File: config.mk
export PLATFORM = sky130hd
export DESIGN_NAME = lsu_mem_port
export DESIGN_NICKNAME = d
export VERILOG_FILES = /design/src/rtl/lsu_mem_port.sv
export SDC_FILE = /design/constraint.sdc
export NUM_CORES = 1
export LEC_CHECK = 0
export ABC_AREA = 1
export BUFFER_PORTS_ARGS = -buffer_cell sky130_fd_sc_hd__buf_2
export CORE_ASPECT_RATIO = 1.75
export CORE_MARGIN = 1
export CORE_UTILIZATION = 50
export CTS_CLUSTER_SIZE = 12
export DETAILED_ROUTE_END_ITERATION = 8
export GPL_TIMING_DRIVEN = 0
export PLACE_DENSITY = 0.78
export SLEW_MARGIN = 20
export SYNTH_ARGS = -nofsm -noshare
export SYNTH_HDL_FRONTEND = slang
export SYNTH_SLANG_ARGS = --single-unit
File: constraint.sdc
create_clock -name clk -period 5.15 [get_ports clk]
set_clock_uncertainty 0.15 [all_clocks]
set_input_delay 0 -clock clk [delete_from_list [all_inputs] [get_ports clk]]
set_output_delay 0 -clock clk [all_outputs]
set_load 0.05 [all_outputs]
File: src/rtl/lsu_mem_port.sv
// Load/store initiator for a word-wide memory port with combinational read
// data and a posedge write. It handles one byte, halfword or word access at
// a time. Loads are extended and returned, sub-word stores are done as
// read-modify-write, and bad accesses get an error response without any
// memory activity.
//
// state   | meaning
// --------+--------------------------------------------------------------
// S_IDLE  | ready for a request; latch and classify it on req_valid_i
// S_READ  | read the addressed word; extract load data or merge store lane
// S_WRITE | drive the aligned address and the full/merged word for one edge
// S_RESP  | one-cycle response pulse carrying err and load data
module lsu_mem_port #(
    parameter int                AWIDTH    = 32,
    parameter int                DWIDTH    = 32,
    parameter logic [AWIDTH-1:0] BASE_ADDR = 32'h01000000,
    parameter logic [AWIDTH-1:0] MEM_BYTES = 32'h00100000
) (
    input  logic              clk,
    input  logic              rst,
    input  logic              req_valid_i,
    output logic              req_ready_o,
    input  logic              req_we_i,
    input  logic [1:0]        req_size_i,
    input  logic              req_unsigned_i,
    input  logic [AWIDTH-1:0] req_addr_i,
    input  logic [DWIDTH-1:0] req_wdata_i,
    output logic              rsp_valid_o,
    output logic              rsp_err_o,
    output logic [DWIDTH-1:0] rsp_rdata_o,
    output logic [AWIDTH-1:0] mem_addr_o,
    output logic [DWIDTH-1:0] mem_data_o,
    output logic              mem_read_en_o,
    output logic              mem_write_en_o,
    input  logic [DWIDTH-1:0] mem_data_i
);

    typedef enum logic [1:0] {
        S_IDLE  = 2'd0,
        S_READ  = 2'd1,
        S_WRITE = 2'd2,
        S_RESP  = 2'd3
    } state_t;

    localparam logic [1:0] SZ_BYTE = 2'b00;
    localparam logic [1:0] SZ_HALF = 2'b01;
    localparam logic [1:0] SZ_WORD = 2'b10;

    // One past the last valid byte; one extra bit so the end check cannot wrap.
    localparam logic [AWIDTH:0] LP_LIMIT = {1'b0, BASE_ADDR} + {1'b0, MEM_BYTES};

    state_t              r_state;
    state_t              w_next;

    logic                r_we;
    logic [1:0]          r_size;
    logic                r_uns;
    logic [AWIDTH-1:0]   r_addr;
    logic [DWIDTH-1:0]   r_data;
    logic                r_err;
    logic [DWIDTH-1:0]   r_rdata;

    logic [2:0]          w_nbytes;
    logic [AWIDTH:0]     w_end;
    logic                w_misalign;
    logic                w_below;
    logic                w_over;
    logic                w_req_err;
    logic                w_word_store;

    logic [7:0]          w_byte;
    logic [15:0]         w_half;
    logic [DWIDTH-1:0]   w_load_val;
    logic [DWIDTH-1:0]   w_merged;
    logic [AWIDTH-1:0]   w_aligned;

    // Classify the incoming request: size, alignment and range.
    always_comb begin
        w_nbytes   = 3'd4;
        w_misalign = 1'b0;
        case (req_size_i)
            SZ_BYTE: begin
                w_nbytes   = 3'd1;
                w_misalign = 1'b0;
            end
            SZ_HALF: begin
                w_nbytes   = 3'd2;
                w_misalign = req_addr_i[0];
            end
            SZ_WORD: begin
                w_nbytes   = 3'd4;
                w_misalign = (req_addr_i[1:0] != 2'b00);
            end
            default: begin
                w_nbytes   = 3'd4;
                w_misalign = 1'b1;
            end
        endcase
        w_end        = {1'b0, req_addr_i} + {{(AWIDTH-2){1'b0}}, w_nbytes};
        w_below      = (req_addr_i < BASE_ADDR);
        w_over       = (w_end > LP_LIMIT);
        w_req_err    = w_misalign | w_below | w_over;
        w_word_store = req_we_i & (req_size_i == SZ_WORD);
    end

    // Lane extraction, load extension and store-lane merge on the read word.
    always_comb begin
        w_byte = mem_data_i[7:0];
        case (r_addr[1:0])
            2'd0:    w_byte = mem_data_i[7:0];
            2'd1:    w_byte = mem_data_i[15:8];
            2'd2:    w_byte = mem_data_i[23:16];
            default: w_byte = mem_data_i[31:24];
        endcase
        w_half = r_addr[1] ? mem_data_i[31:16] : mem_data_i[15:0];

        w_load_val = mem_data_i;
        case (r_size)
            SZ_BYTE: w_load_val = {{24{w_byte[7] & ~r_uns}}, w_byte};
            SZ_HALF: w_load_val = {{16{w_half[15] & ~r_uns}}, w_half};
            default: w_load_val = mem_data_i;
        endcase

        w_merged = mem_data_i;
        if (r_size == SZ_BYTE) begin
            case (r_addr[1:0])
                2'd0:    w_merged[7:0]   = r_data[7:0];
                2'd1:    w_merged[15:8]  = r_data[7:0];
                2'd2:    w_merged[23:16] = r_data[7:0];
                default: w_merged[31:24] = r_data[7:0];
            endcase
        end else begin
            if (r_addr[1]) begin
                w_merged[31:16] = r_data[15:0];
            end else begin
                w_merged[15:0]  = r_data[15:0];
            end
        end
    end

    assign w_aligned = {r_addr[AWIDTH-1:2], 2'b00};

    // State register; reset aborts any access in flight.
    always_ff @(posedge clk) begin
        if (rst) begin
            r_state <= S_IDLE;
        end else begin
            r_state <= w_next;
        end
    end

    // Next-state decision.
    always_comb begin
        w_next = r_state;
        case (r_state)
            S_IDLE: begin
                if (req_valid_i) begin
                    if (w_req_err) begin
                        w_next = S_RESP;
                    end else if (w_word_store) begin
                        w_next = S_WRITE;
                    end else begin
                        w_next = S_READ;
                    end
                end
            end
            S_READ:  w_next = r_we ? S_WRITE : S_RESP;
            S_WRITE: w_next = S_RESP;
            S_RESP:  w_next = S_IDLE;
            default: w_next = S_IDLE;
        endcase
    end

    // Request latch at acceptance, then load result or merged word from READ.
    always_ff @(posedge clk) begin
        if (rst) begin
            r_we    <= 1'b0;
            r_size  <= 2'b00;
            r_uns   <= 1'b0;
            r_addr  <= '0;
            r_data  <= '0;
            r_err   <= 1'b0;
            r_rdata <= '0;
        end else begin
            case (r_state)
                S_IDLE: begin
                    if (req_valid_i) begin
                        r_we    <= req_we_i;
                        r_size  <= req_size_i;
                        r_uns   <= req_unsigned_i;
                        r_addr  <= req_addr_i;
                        r_data  <= req_wdata_i;
                        r_err   <= w_req_err;
                        r_rdata <= '0;
                    end
                end
                S_READ: begin
                    if (r_we) begin
                        r_data <= w_merged;
                    end else begin
                        r_rdata <= w_load_val;
                    end
                end
                default: begin
                end
            endcase
        end
    end

    // Moore outputs; everything is forced low while rst is high so a write
    // cannot land at the edge that resets the block.
    always_comb begin
        req_ready_o    = 1'b0;
        rsp_valid_o    = 1'b0;
        rsp_err_o      = 1'b0;
        rsp_rdata_o    = '0;
        mem_addr_o     = '0;
        mem_data_o     = '0;
        mem_read_en_o  = 1'b0;
        mem_write_en_o = 1'b0;
        if (!rst) begin
            case (r_state)
                S_IDLE: begin
                    req_ready_o = 1'b1;
                end
                S_READ: begin
                    mem_read_en_o = 1'b1;
                    mem_addr_o    = w_aligned;
                end
                S_WRITE: begin
                    mem_write_en_o = 1'b1;
                    mem_addr_o     = w_aligned;
                    mem_data_o     = r_data;
                end
                S_RESP: begin
                    rsp_valid_o = 1'b1;
                    rsp_err_o   = r_err;
                    rsp_rdata_o = r_rdata;
                end
                default: begin
                end
            endcase
        end
    end

endmodule

==> results by group, run 1 <==
Status
  • Status: completed

Synthesis
  • Top-count cell post-synth: nand2_1
  • Post-synthesis cell count: 1149
  • Ys Warns: 0
  • Yosys reg bits: 103
  • Synth Flop Type: dfxtp_1
  • Post-synth top cells: nand2_1 (284), nor2_1 (191), a21oi_1 (117), o21ai_0 (104), dfxtp_1 (103)
  • Post-synth EDFFs: 0
  • Post-Synthesis Cell Area: 6930 sq um
  • Register area share after synthesis: 29.8%
  • Area share of the largest cell type after synthesis: 29.8%
  • Cell taking the most area after synthesis: dfxtp_1
  • Mapped Avg Cell Area: 6.03 sq um
  • Async S/R FF share, synth: 0%
  • Synth top area cells: dfxtp_1 (30%), nand2_1 (15%), nor2_1 (10%), a21oi_1 (8.5%), o21ai_0 (7.5%)
  • Distinct cell type count of the synthesized netlist: 44

Clock tree
  • Clock latency on the worst-skew pair: 0.37 ns
  • Root buffer cell: clkbuf_16
  • Post_cts resized: 0
  • CTS clk-pin slew, worst paths: 0.07 ns
  • Htree depth: 3
  • Clk buf depth: 2
  • CTS Sinks: 103
  • CTS tree: yes
  • CTS buffer count: 9

Power
  • Reg power frac: 31.8%
  • Internal power: 0.00186 W
  • Sw frac: 47.1%
  • Combinational share of power: 48.2%
  • Leakage: 4.28 nW
  • Switch Pwr: 0.00166 W
  • Worst VDD drop: 0.194 mV
  • Clk pwr share: 20.0%
  • Pwr per Cell Area: 369 nW/um^2

Hold path
  • Hold Crit Class: input port to flop

STA
  • Final hold violations: 0
  • Fin crit share: 57.8%
  • Fmax: 336 MHz
  • Worst slew pin tran: 0.742 ns
  • Unrepaired setup endpoints after global routing: no
  • Min Tclk post-route: 2.98 ns
  • # setup viols final: 0
  • Max-slew violations: 0
  • Max-slew headroom: 50.6%
  • Final setup TNS: 0 ns

Route
  • Vias per inst: 5.66
  • Drt pass-1 iters: 6
  • Routed Antenna Nets: 0
  • Residual DRC count: 0
  • Initial DRC count: 638
  • Routed len/inst: 19.0 um
  • Routed Wire Length: 31.4 mm
  • Via count: 9338

Global route
  • Initial antenna violation count: 0
  • Largest net degree at the start of global routing: 20
  • Gr ovfl total: 0
  • GRT Overall Usage: 43.8%
  • First-pass GRT wire length: 47.5 mm
  • Vias in the first global route: 9220

Die
  • Ports: 204
  • Core Footprint: 13500 sq um
  • Cell Rows: 56
  • Initial core utilization: 51.5%
  • Die area: 14300 sq um
  • Die Y: 158 um
  • Die extent in x: 91.0 um

Job
  • Max Cap Viol: 0

Worst setup path
  • Critical setup path kind: input port to flop
  • Slowest cell on the critical path: dlygate4sd3_1
  • Crit path cell chain: dlygate4sd3_1 -> buf_2 -> clkbuf_1 -> ha_1 -> or2_1 -> nand2_2 -> nor2_2 -> nand2_1 -> nand2_1 -> nand2_1 -> nor2_1 -> nand2_1 -> nor2_1 -> nand3_1 -> nand2_1 -> nand2_1 -> nand2_2 -> a21oi_1
  • CP bufs+invs: 3
  • Critical Path Sink Type: flop
  • Top delay family on crit path: simple AND/OR/NAND/NOR gates
  • Req. time, crit path: 5.23 ns
  • Crit path largest cell delay: 0.55 ns
  • CP most frequent cell: nand2_1
  • Worst EP arrival: 3.05 ns
  • Worst-path maximum fanout: 7
  • CP Launch Type: input port

Placed design
  • DP HPWL: 23.6 mm
  • GP Congestion: 1.03
  • Placed insts: 1524
  • Buffers on Ports: 200

Final layout
  • Ant diodes: 0
  • Filler cells: 1225
  • Final nets: 1582
  • Area growth syn-to-layout: 37.9%
  • Share of cells above drive strength 1: 17.6%
  • Finished Layout Cells: 1650
cell usage in the layout, fill, tap and decap left out, types with 3 or more instances in the layout:
cell type,count
a21oi_1,117
a221oi_1,10
a221oi_2,3
a31oi_1,15
buf_2,203
buf_4,7
clkbuf_1,61
clkbuf_16,9
clkinv_1,3
dfxtp_1,103
dlygate4sd3_1,110
ha_1,7
inv_1,91
inv_2,8
nand2_1,284
nand2_2,6
nand3_1,28
nand3b_1,4
nand4_1,4
nor2_1,191
nor2_2,8
nor2_4,3
nor3_1,5
o211ai_1,35
o21ai_0,104
o221ai_1,10
o22ai_1,14
repair_timing:
| item | CTS | global route |
|---|---|---|
| hold endpoints to repair | 99 | 0 |
| setup buffers | 0 | 0 |
| hold buffers | 110 | 0 |
layout make-up:
type | count | area (sq um) | share of cell area, %
inverters | 102 | 383 | 4.01
clock buffers | 10 | 239 | 2.50
multi-input cells | 872 | 4180 | 43.8
clock inverters | 6 | 61.3 | 0.642
plain buffers | 73 | 304 | 3.18
repair buffers | 310 | 2100 | 22.0
well taps | 174 | 218 | 2.28
flip-flops and latches | 103 | 2060 | 21.6
layer usage:
layer | vias to the layer above | GRT usage, % | routed length, um | part of all wire [%]
met5 | - | 0 | 0 | 0
met4 | 0 | 44.0 | 3430 | 11
met3 | 183 | 6.77 | 2050 | 6.5
met2 | 505 | 80.6 | 15900 | 51
met1 | 4207 | 39.9 | 10100 | 32
li1 | 4443 | - | - | -
worst paths after layout:
kind	start	to	slack, ns	depth (start not counted)
worst max register to register	r_state[1]$_SDFFE_PP0N_	r_data[13]$_SDFFE_PP0P_	2.19	8
worst max-delay path	req_size_i[1]	r_state[0]$_SDFFE_PP0N_	2.17	18
worst min register to register	r_data[21]$_SDFFE_PP0P_	r_data[21]$_SDFFE_PP0P_	0.32	2
worst min-delay path	req_valid_i	r_rdata[31]$_SDFFE_PP0P_	0.03	5
tightest hold or removal path, delay by kind of cell:
| kind | cells | cell delay, ns |
|---|---|---|
| AO/OA/AOI/OAI | 3 | 0.28 |
| AND/OR/NAND/NOR | 1 | 0.11 |
| buffers and inverters | 1 | 0.11 |
sequential cells by signal (all words and copies together) (netlist names):
name and count:
r_state 2, r_uns 1, r_data 32, r_we 1
r_rdata 32, r_addr 32, r_err 1, r_size 2
cell families after synthesis:
group	synth area share (%)
AOI/OAI and AO/OA	26.8
xor gates and xnor gates	0.379
adders and majority gates	1.55
buffers and inverters	9.92
DFF	29.8
other	0.0541
and+or+nand+nor	31.6
metrics by stage:
| stage | setup WS (ns) | hold slack [ns] | power (W) | utilization [%] | area, sq um |
|---|---|---|---|---|---|
| global route | 2.02 | 0.0571 | 0.00370 | 71.0 | 9550 |
| global placement | 2.56 | 0.123 | 0.00265 | 60.6 | 8150 |
| CTS | 2.23 | 0.0331 | 0.00346 | 71.0 | 9550 |
| floorplan | 2.28 | -0.00175 | 0.00217 | - | 6930 |
| detailed placement | 2.53 | 0.130 | 0.00267 | 60.6 | 8150 |
| finish | 2.17 | 0.0337 | 0.00352 | 71.0 | 9550 |
power by group through the flow:
stage          Sequential (W)  Clock (W)  Combinational (W)
2_1_floorplan         0.00108          0            0.00109
3_3_place_gp          0.00112          0            0.00153
3_5_place_dp          0.00113          0            0.00154
4_1_cts               0.00111   0.000699            0.00165
5_1_grt               0.00114   0.000733            0.00183
6_report              0.00112   0.000703            0.00170
Note: power is estimated with default switching activity, not from simulation.
==> run 2, diff against run 1 <==
--- a/config.mk
+++ b/config.mk
@@ -9,7 +9,7 @@
 export BUFFER_PORTS_ARGS = -buffer_cell sky130_fd_sc_hd__buf_2
 export CORE_ASPECT_RATIO = 1.75
 export CORE_MARGIN = 1
-export CORE_UTILIZATION = 50
+export CORE_UTILIZATION = 48
 export CTS_CLUSTER_SIZE = 12
 export DETAILED_ROUTE_END_ITERATION = 8
 export GPL_TIMING_DRIVEN = 0
==> constraint.sdc (replaced) <==
create_clock -name clk -period 2.55 [get_ports clk]
set_clock_uncertainty 0.15 [all_clocks]
set_input_delay 0 -clock clk [delete_from_list [all_inputs] [get_ports clk]]
set_output_delay 0 -clock clk [all_outputs]
set_load 0.05 [all_outputs]
==> results by group, run 2 (same netlist as run 1, synthesis figures left out) <==
Status
  • Status: finished, violations left
  • Failing checks: design-rule violations

STA
  • Final setup TNS: 0 ns (unchanged)
  • Fmax: 411 MHz
  • # setup viols final: 0 (unchanged)
  • Final hold violations: 0 (unchanged)
  • Max-slew headroom: 48.5% (-2.1 points)
  • Fin crit share: 95.3%
  • Worst slew pin tran: 0.773 ns (+0.0312 ns)
  • Worst Slack Setup Final: 0.119 ns (-2.05 ns)
  • Min Tclk post-route: 2.43 ns
  • Max-slew violations: 0 (unchanged)

Clock tree
  • CTS Sinks: 103 (unchanged)
  • CTS buffer count: 9 (unchanged)
  • Clock latency on the worst-skew pair: 0.36 ns (about the same)
  • Htree depth: 3 (unchanged)
  • Root buffer cell: clkbuf_16
  • CTS tree: yes
  • CTS clk-pin slew, worst paths: 0.07 ns (about the same)
  • Clk buf depth: 2 (unchanged)

Die
  • Die extent in x: 92.8 um (+2.0%)
  • Die Y: 161 um (+2.0%)
  • Ports: 204 (unchanged)
  • Initial core utilization: 49.6% (-1.9 points)
  • Cell Rows: 57 (+1.8%)
  • Die area: 14900 sq um (+4.1%)
  • Core Footprint: 14000 sq um (+3.9%)

Final layout
  • Area growth syn-to-layout: 37.1%
  • Final nets: 1573 (-0.57%)
  • Final core occ: 68.0% (-3.0 points)
  • Most common cell after layout, fill and taps aside: nand2_1
  • Largest registers: r_addr x32, r_data x32, r_rdata x32
  • Commonest cells after routing, fill and taps aside: nand2_1 (283), buf_2 (203), nor2_1 (189), a21oi_1 (117), o21ai_0 (104)
  • Design area: 9500 sq um (-0.55%)
  • Share of cells above drive strength 1: 18.5% (+0.93 points)
  • Register area: 2060 sq um (unchanged)
  • Ant diodes: 0 (unchanged)
  • Filler cells: 1357 (+11%)
  • Multi-input logic area: 4200 sq um (+0.30%)

Route
  • Via count: 9293 (-0.48%)
  • Routed Wire Length: 30.8 mm (-2.0%)
  • Routed len/inst: 18.7 um (-1.7%)
  • Residual DRC count: 2 (+2)
  • Routed Antenna Nets: 0 (unchanged)
  • Vias per inst: 5.65 (-0.12%)
  • Initial DRC count: 583 (-8.6%)
  • Drt pass-1 iters: 9 (+3)

Hold path
  • Hold Crit Class: input port to flop
  • Worst min-delay path endpoint: r_rdata[31]$_SDFFE_PP0P_
  • Worst Hold Depth: 5 (unchanged)
  • Hold Startpoint: req_valid_i

Worst setup path
  • Worst R2R Path Depth: 12 (+4)
  • Reg-to-reg endpoint: r_data[14]$_SDFFE_PP0P_
  • Worst R2R Start: r_state[1]$_SDFFE_PP0N_
  • Critical setup path kind: flop to output port
  • Req. time, crit path: 2.40 ns (-2.83 ns)
  • Worst EP arrival: 2.28 ns (-0.77 ns)
  • Critical Path Sink Type: output port
  • Worst-path maximum fanout: 10 (+3)
  • CP Launch Type: flop
  • R2R setup slack: 0.19 ns (-2.00 ns)

Global route
  • First-pass GRT wire length: 46.0 mm (-3.1%)
  • Largest net degree at the start of global routing: 20 (unchanged)
  • GRT Overall Usage: 40.7% (-3.1 points)
  • Initial antenna violation count: 0 (unchanged)
  • Vias in the first global route: 9190 (-0.33%)
  • Gr ovfl total: 0 (unchanged)

Placed design
  • Buffers on Ports: 200 (unchanged)
  • DP HPWL: 23.9 mm (+0.95%)
  • Placed Instance Area: 8160 sq um (about the same)
  • Pre-CTS WS: -0.156 ns (-2.68 ns)
  • GP Congestion: 1.01 (-1.8%)

Power
  • Final Power: 0.00707 W (+100%)
  • Worst VDD drop: 0.452 mV (+130%)
  • Pwr per Cell Area: 745 nW/um^2 (+100%)
  • Leakage: 4.23 nW (-1.0%)

Job
  • Max Cap Viol: 0 (unchanged)
## run 2: routing by layer
metal / vias up / global-route usage, % / part of all wire [%]
met5: - / 0 / 0
met4: 0 / 36.2 / 10
li1: 4434 / - / -
met3: 168 / 5.21 / 6.3
met2: 504 / 77.0 / 52
met1: 4187 / 36.2 / 32
## run 2: worst max path at each step
stage	start	end	slack, ns	cells past startpoint
after floorplan	r_state[0]$_SDFFE_PP0N_	mem_data_o[10]	0.01	7
after global placement	req_size_i[1]	r_state[0]$_SDFFE_PP0N_	-0.13	17
after detailed placement	req_size_i[1]	r_state[0]$_SDFFE_PP0N_	-0.16	17
after CTS	r_state[0]$_SDFFE_PP0N_	mem_data_o[16]	0.04	8
after global routing	r_state[0]$_SDFFE_PP0N_	mem_data_o[14]	-0.001	8
final	r_state[0]$_SDFFE_PP0N_	mem_data_o[14]	0.12	8
## run 2: cell type report
class | count | area share (%)
multi-input combinational | 872 | 44.2
sequential | 103 | 21.7
timing repair buffer | 301 | 21.1
inverter | 102 | 4.07
buffer | 73 | 3.28
clock buffer | 9 | 2.37
tap | 177 | 2.33
clock inverter | 7 | 0.948
## run 2: critical path, cell delays in order (launching register included)
cell and delay, ns:
dfxtp_1 0.35, inv_1 0.09, ha_1 0.28, inv_1 0.11, nor2_2 0.19, clkinvlp_4 0.20, clkbuf_2 0.23, nor2_1 0.16
buf_2 0.30
## run 2: metrics by stage
| stage | std cells | hold WS (ns) |
|---|---|---|
| after floorplan | 1150 | -0.00175 |
| after global placement | 1527 | 0.126 |
| after detailed placement | 1527 | 0.123 |
| after CTS | 1642 | 0.0170 |
| after global routing | 1644 | 0.0411 |
| final | 1644 | 0.0210 |
## run 2: power by group
part / switching (W) / internal, W
logic: 0.00236 / 0.000987
registers: 0.000267 / 0.00200
clock network: 0.000681 / 0.000784
total: 0.00331 / 0.00377
## run 2: what timing repair did
item / in CTS / in global routing
endpoints found under the hold margin: 99 / 0
hold buffers: 99 / 0
resized for setup: 1 / 14
pin swaps: 0 / 1
setup endpoints to repair: 1 / 46
buffers inserted: 0 / 2
==> run 3, diff against run 2 <==
--- a/config.mk
+++ b/config.mk
@@ -14,6 +14,7 @@
 export DETAILED_ROUTE_END_ITERATION = 8
 export GPL_TIMING_DRIVEN = 0
 export PLACE_DENSITY = 0.78
+export SETUP_SLACK_MARGIN = 0.5
 export SLEW_MARGIN = 20
 export SYNTH_ARGS = -nofsm -noshare
 export SYNTH_HDL_FRONTEND = slang
==> constraint.sdc (replaced) <==
create_clock -name clk -period 2.55 [get_ports clk]
set_clock_uncertainty 0.15 [all_clocks]
set_input_delay 0.255 -clock clk [delete_from_list [all_inputs] [get_ports clk]]
set_output_delay 0.255 -clock clk [all_outputs]
set_load 0.05 [all_outputs]
==> results by group, run 3 (same netlist as run 1, synthesis figures left out) <==
Status
  • Status: completed

STA
  • # setup viols final: 0 (unchanged)
  • Fin crit share: 86.1% (-9.2 points)
  • WHS: 0.00977 ns (-0.0113 ns)
  • Unrepaired setup endpoints after global routing: yes
  • Fmax: 456 MHz (+11%)
  • Max-slew violations: 0 (unchanged)
  • Worst slew pin tran: 0.819 ns (+0.0460 ns)
  • Final hold violations: 0 (unchanged)
  • Min Tclk post-route: 2.20 ns (-0.235 ns)
  • Max-slew headroom: 45.4% (-3.1 points)

Final layout
  • Largest registers: r_addr x32, r_data x32, r_rdata x32
  • Final core occ: 75.3% (+7.3 points)
  • Filler cells: 1130 (-17%)
  • Design area: 10500 sq um (+11%)
  • Most common cell after layout, fill and taps aside: nand2_1
  • Commonest cells after routing, fill and taps aside: nand2_1 (247), buf_2 (114), a21oi_1 (110), o21ai_0 (102), nor2_1 (101)
  • Final nets: 1500 (-4.6%)
  • Ant diodes: 0 (unchanged)
  • Area growth syn-to-layout: 51.9%
  • Share of cells above drive strength 1: 35.2% (+17 points)

Die
  • Initial core utilization: 49.6% (unchanged)
  • Die area: 14900 sq um (unchanged)
  • Die Y: 161 um (unchanged)
  • Die extent in x: 92.8 um (unchanged)
  • Ports: 204 (unchanged)
  • Cell Rows: 57 (unchanged)
  • Core Footprint: 14000 sq um (unchanged)

Clock tree
  • Clk buf depth: 2 (unchanged)
  • CTS buffer count: 9 (unchanged)
  • CTS clk-pin slew, worst paths: 0.08 ns (about the same)
  • CTS tree: yes
  • Htree depth: 3 (unchanged)
  • Root buffer cell: clkbuf_16
  • Clock latency on the worst-skew pair: 0.36 ns (about the same)
  • CTS Sinks: 103 (unchanged)

Worst setup path
  • Worst EP arrival: 2.27 ns (about the same)
  • Crit path cell chain: buf_12 -> nor2_4 -> ha_4 -> fa_2 -> nand3_4 -> nand2_8 -> inv_4 -> nor2_4 -> nand2_1 -> nand2_1 -> nand2_1 -> nor2_1 -> nand2_1 -> nor2_1 -> nand3_2 -> nand2_1 -> nand2_2 -> nand2_4 -> a21oi_2
  • Worst-path maximum fanout: 5 (-5)
  • Req. time, crit path: 2.62 ns (+0.22 ns)
  • Crit path largest cell delay: 0.23 ns (-0.12 ns)
  • CP most frequent cell: nand2_1
  • CP Launch Type: input port
  • Slowest cell on the critical path: fa_2
  • Critical setup path kind: input port to flop
  • Critical Path Sink Type: flop

Route
  • Drt pass-1 iters: 7 (-2)
  • Routed Antenna Nets: 0 (unchanged)
  • Routed len/inst: 20.4 um (+9.1%)
  • Routed Wire Length: 32.1 mm (+4.3%)
  • Via count: 9225 (-0.73%)
  • Vias per inst: 5.87 (+3.9%)
  • Initial DRC count: 658 (+13%)
  • Residual DRC count: 0 (-2)

Placed design
  • Placed Instance Area: 8490 sq um (+4.1%)
  • Buffers on Ports: 200 (unchanged)
  • DP HPWL: 23.5 mm (-1.4%)
  • GP Congestion: 1.04 (+3.0%)

Power
  • Final Power: 0.00828 W (+17%)
  • Worst VDD drop: 0.448 mV (-0.99%)
  • Pwr per Cell Area: 787 nW/um^2 (+5.6%)
  • Leakage: 4.41 nW (+4.1%)

Global route
  • Gr ovfl total: 0 (unchanged)
  • Vias in the first global route: 8751 (-4.8%)
  • First-pass GRT wire length: 45.5 mm (-1.0%)
  • GRT Overall Usage: 40.2% (-0.58 points)
  • Initial antenna violation count: 1 (+1)
  • Largest net degree at the start of global routing: 20 (unchanged)

Hold path
  • Hold Crit Class: input port to flop

Job
  • Max Cap Viol: 0 (unchanged)
-- run 3: changes by cell type in the layout (fill, tap and decap cells not counted), moves of 25 or more --
cell and delta:
buf_2 -89, buf_8 +34, clkbuf_1 -33, nor2_4 +50
nor2_1 -88, nand2_1 -36, dlygate4sd3_1 -98, nand2_4 +25
buf_6 +57, nor2_2 +38, buf_4 +26
-- run 3: final timing paths --
check / startpoint / endpoint / slack [ns] / cells after the start
worst max-delay path: req_size_i[1] / r_state[0]$_SDFFE_PP0N_ / 0.35 / 19
worst min-delay path: req_wdata_i[4] / r_data[4]$_SDFFE_PP0P_ / 0.01 / 3
worst max register to register: r_state[1]$_SDFFE_PP0N_ / r_we$_SDFFE_PP0P_ / 0.45 / 7
worst min register to register: r_data[18]$_SDFFE_PP0P_ / r_data[18]$_SDFFE_PP0P_ / 0.32 / 2
-- run 3: what timing repair did --
item / CTS / global route
hold buffers: 1 / 0
gates cloned: 5 / 1
setup buffers: 15 / 6
hold endpoints to repair: 1 / 0
gates resized for setup: 233 / 225
pin swaps: 25 / 66
endpoints found under the setup margin: 198 / 178
-- run 3: power breakdown --
| part | switching (W) | leakage, nW | internal (W) | total [W] |
|---|---|---|---|---|
| Clock | 0.000695 | 0.146 | 0.000781 | 0.00148 |
| Combinational | 0.00289 | 3.41 | 0.00158 | 0.00446 |
| Sequential | 0.000331 | 0.848 | 0.00201 | 0.00234 |
-- run 3: metal layers --
layer	vias to the layer above	GRT usage (%)	routed length, um
met5	-	0	13
met4	2	32.0	2940
met3	173	4.88	1910
met2	503	75.2	17000
met1	4256	38.1	10300
li1	4291	-	-
-- run 3: per-stage QoR --
step | cells | setup TNS [ns] | worst slack [ns]
floorplan | 1150 | 0 | 0.478
global placement | 1527 | -3.74 | -0.330
detailed placement | 1527 | -5.72 | -0.381
CTS | 1564 | 0 | 0.400
global route | 1571 | 0 | 0.287
finish | 1571 | 0 | 0.355
-- run 3: cell type report --
type                            instances  area, sq um  share of cell area [%]
Buffer                                 73          489                    4.65
Clock buffer                            9          225                    2.14
Clock inverter                          7         87.6                   0.832
Inverter                              102          408                    3.88
Multi-Input combinational cell        873         5140                    48.9
Sequential cell                       103         2070                    19.7
Tap cell                              177          221                    2.10
Timing Repair Buffer                  227         1870                    17.8
-- run 3: critical path: cells and delay by family --
kind / cells / cell delay (ns)
AOI/OAI and AO/OA: 1 / 0.06
adders and majority gates: 2 / 0.38
buffers and inverters: 2 / 0.15
and+or+nand+nor: 14 / 1.39
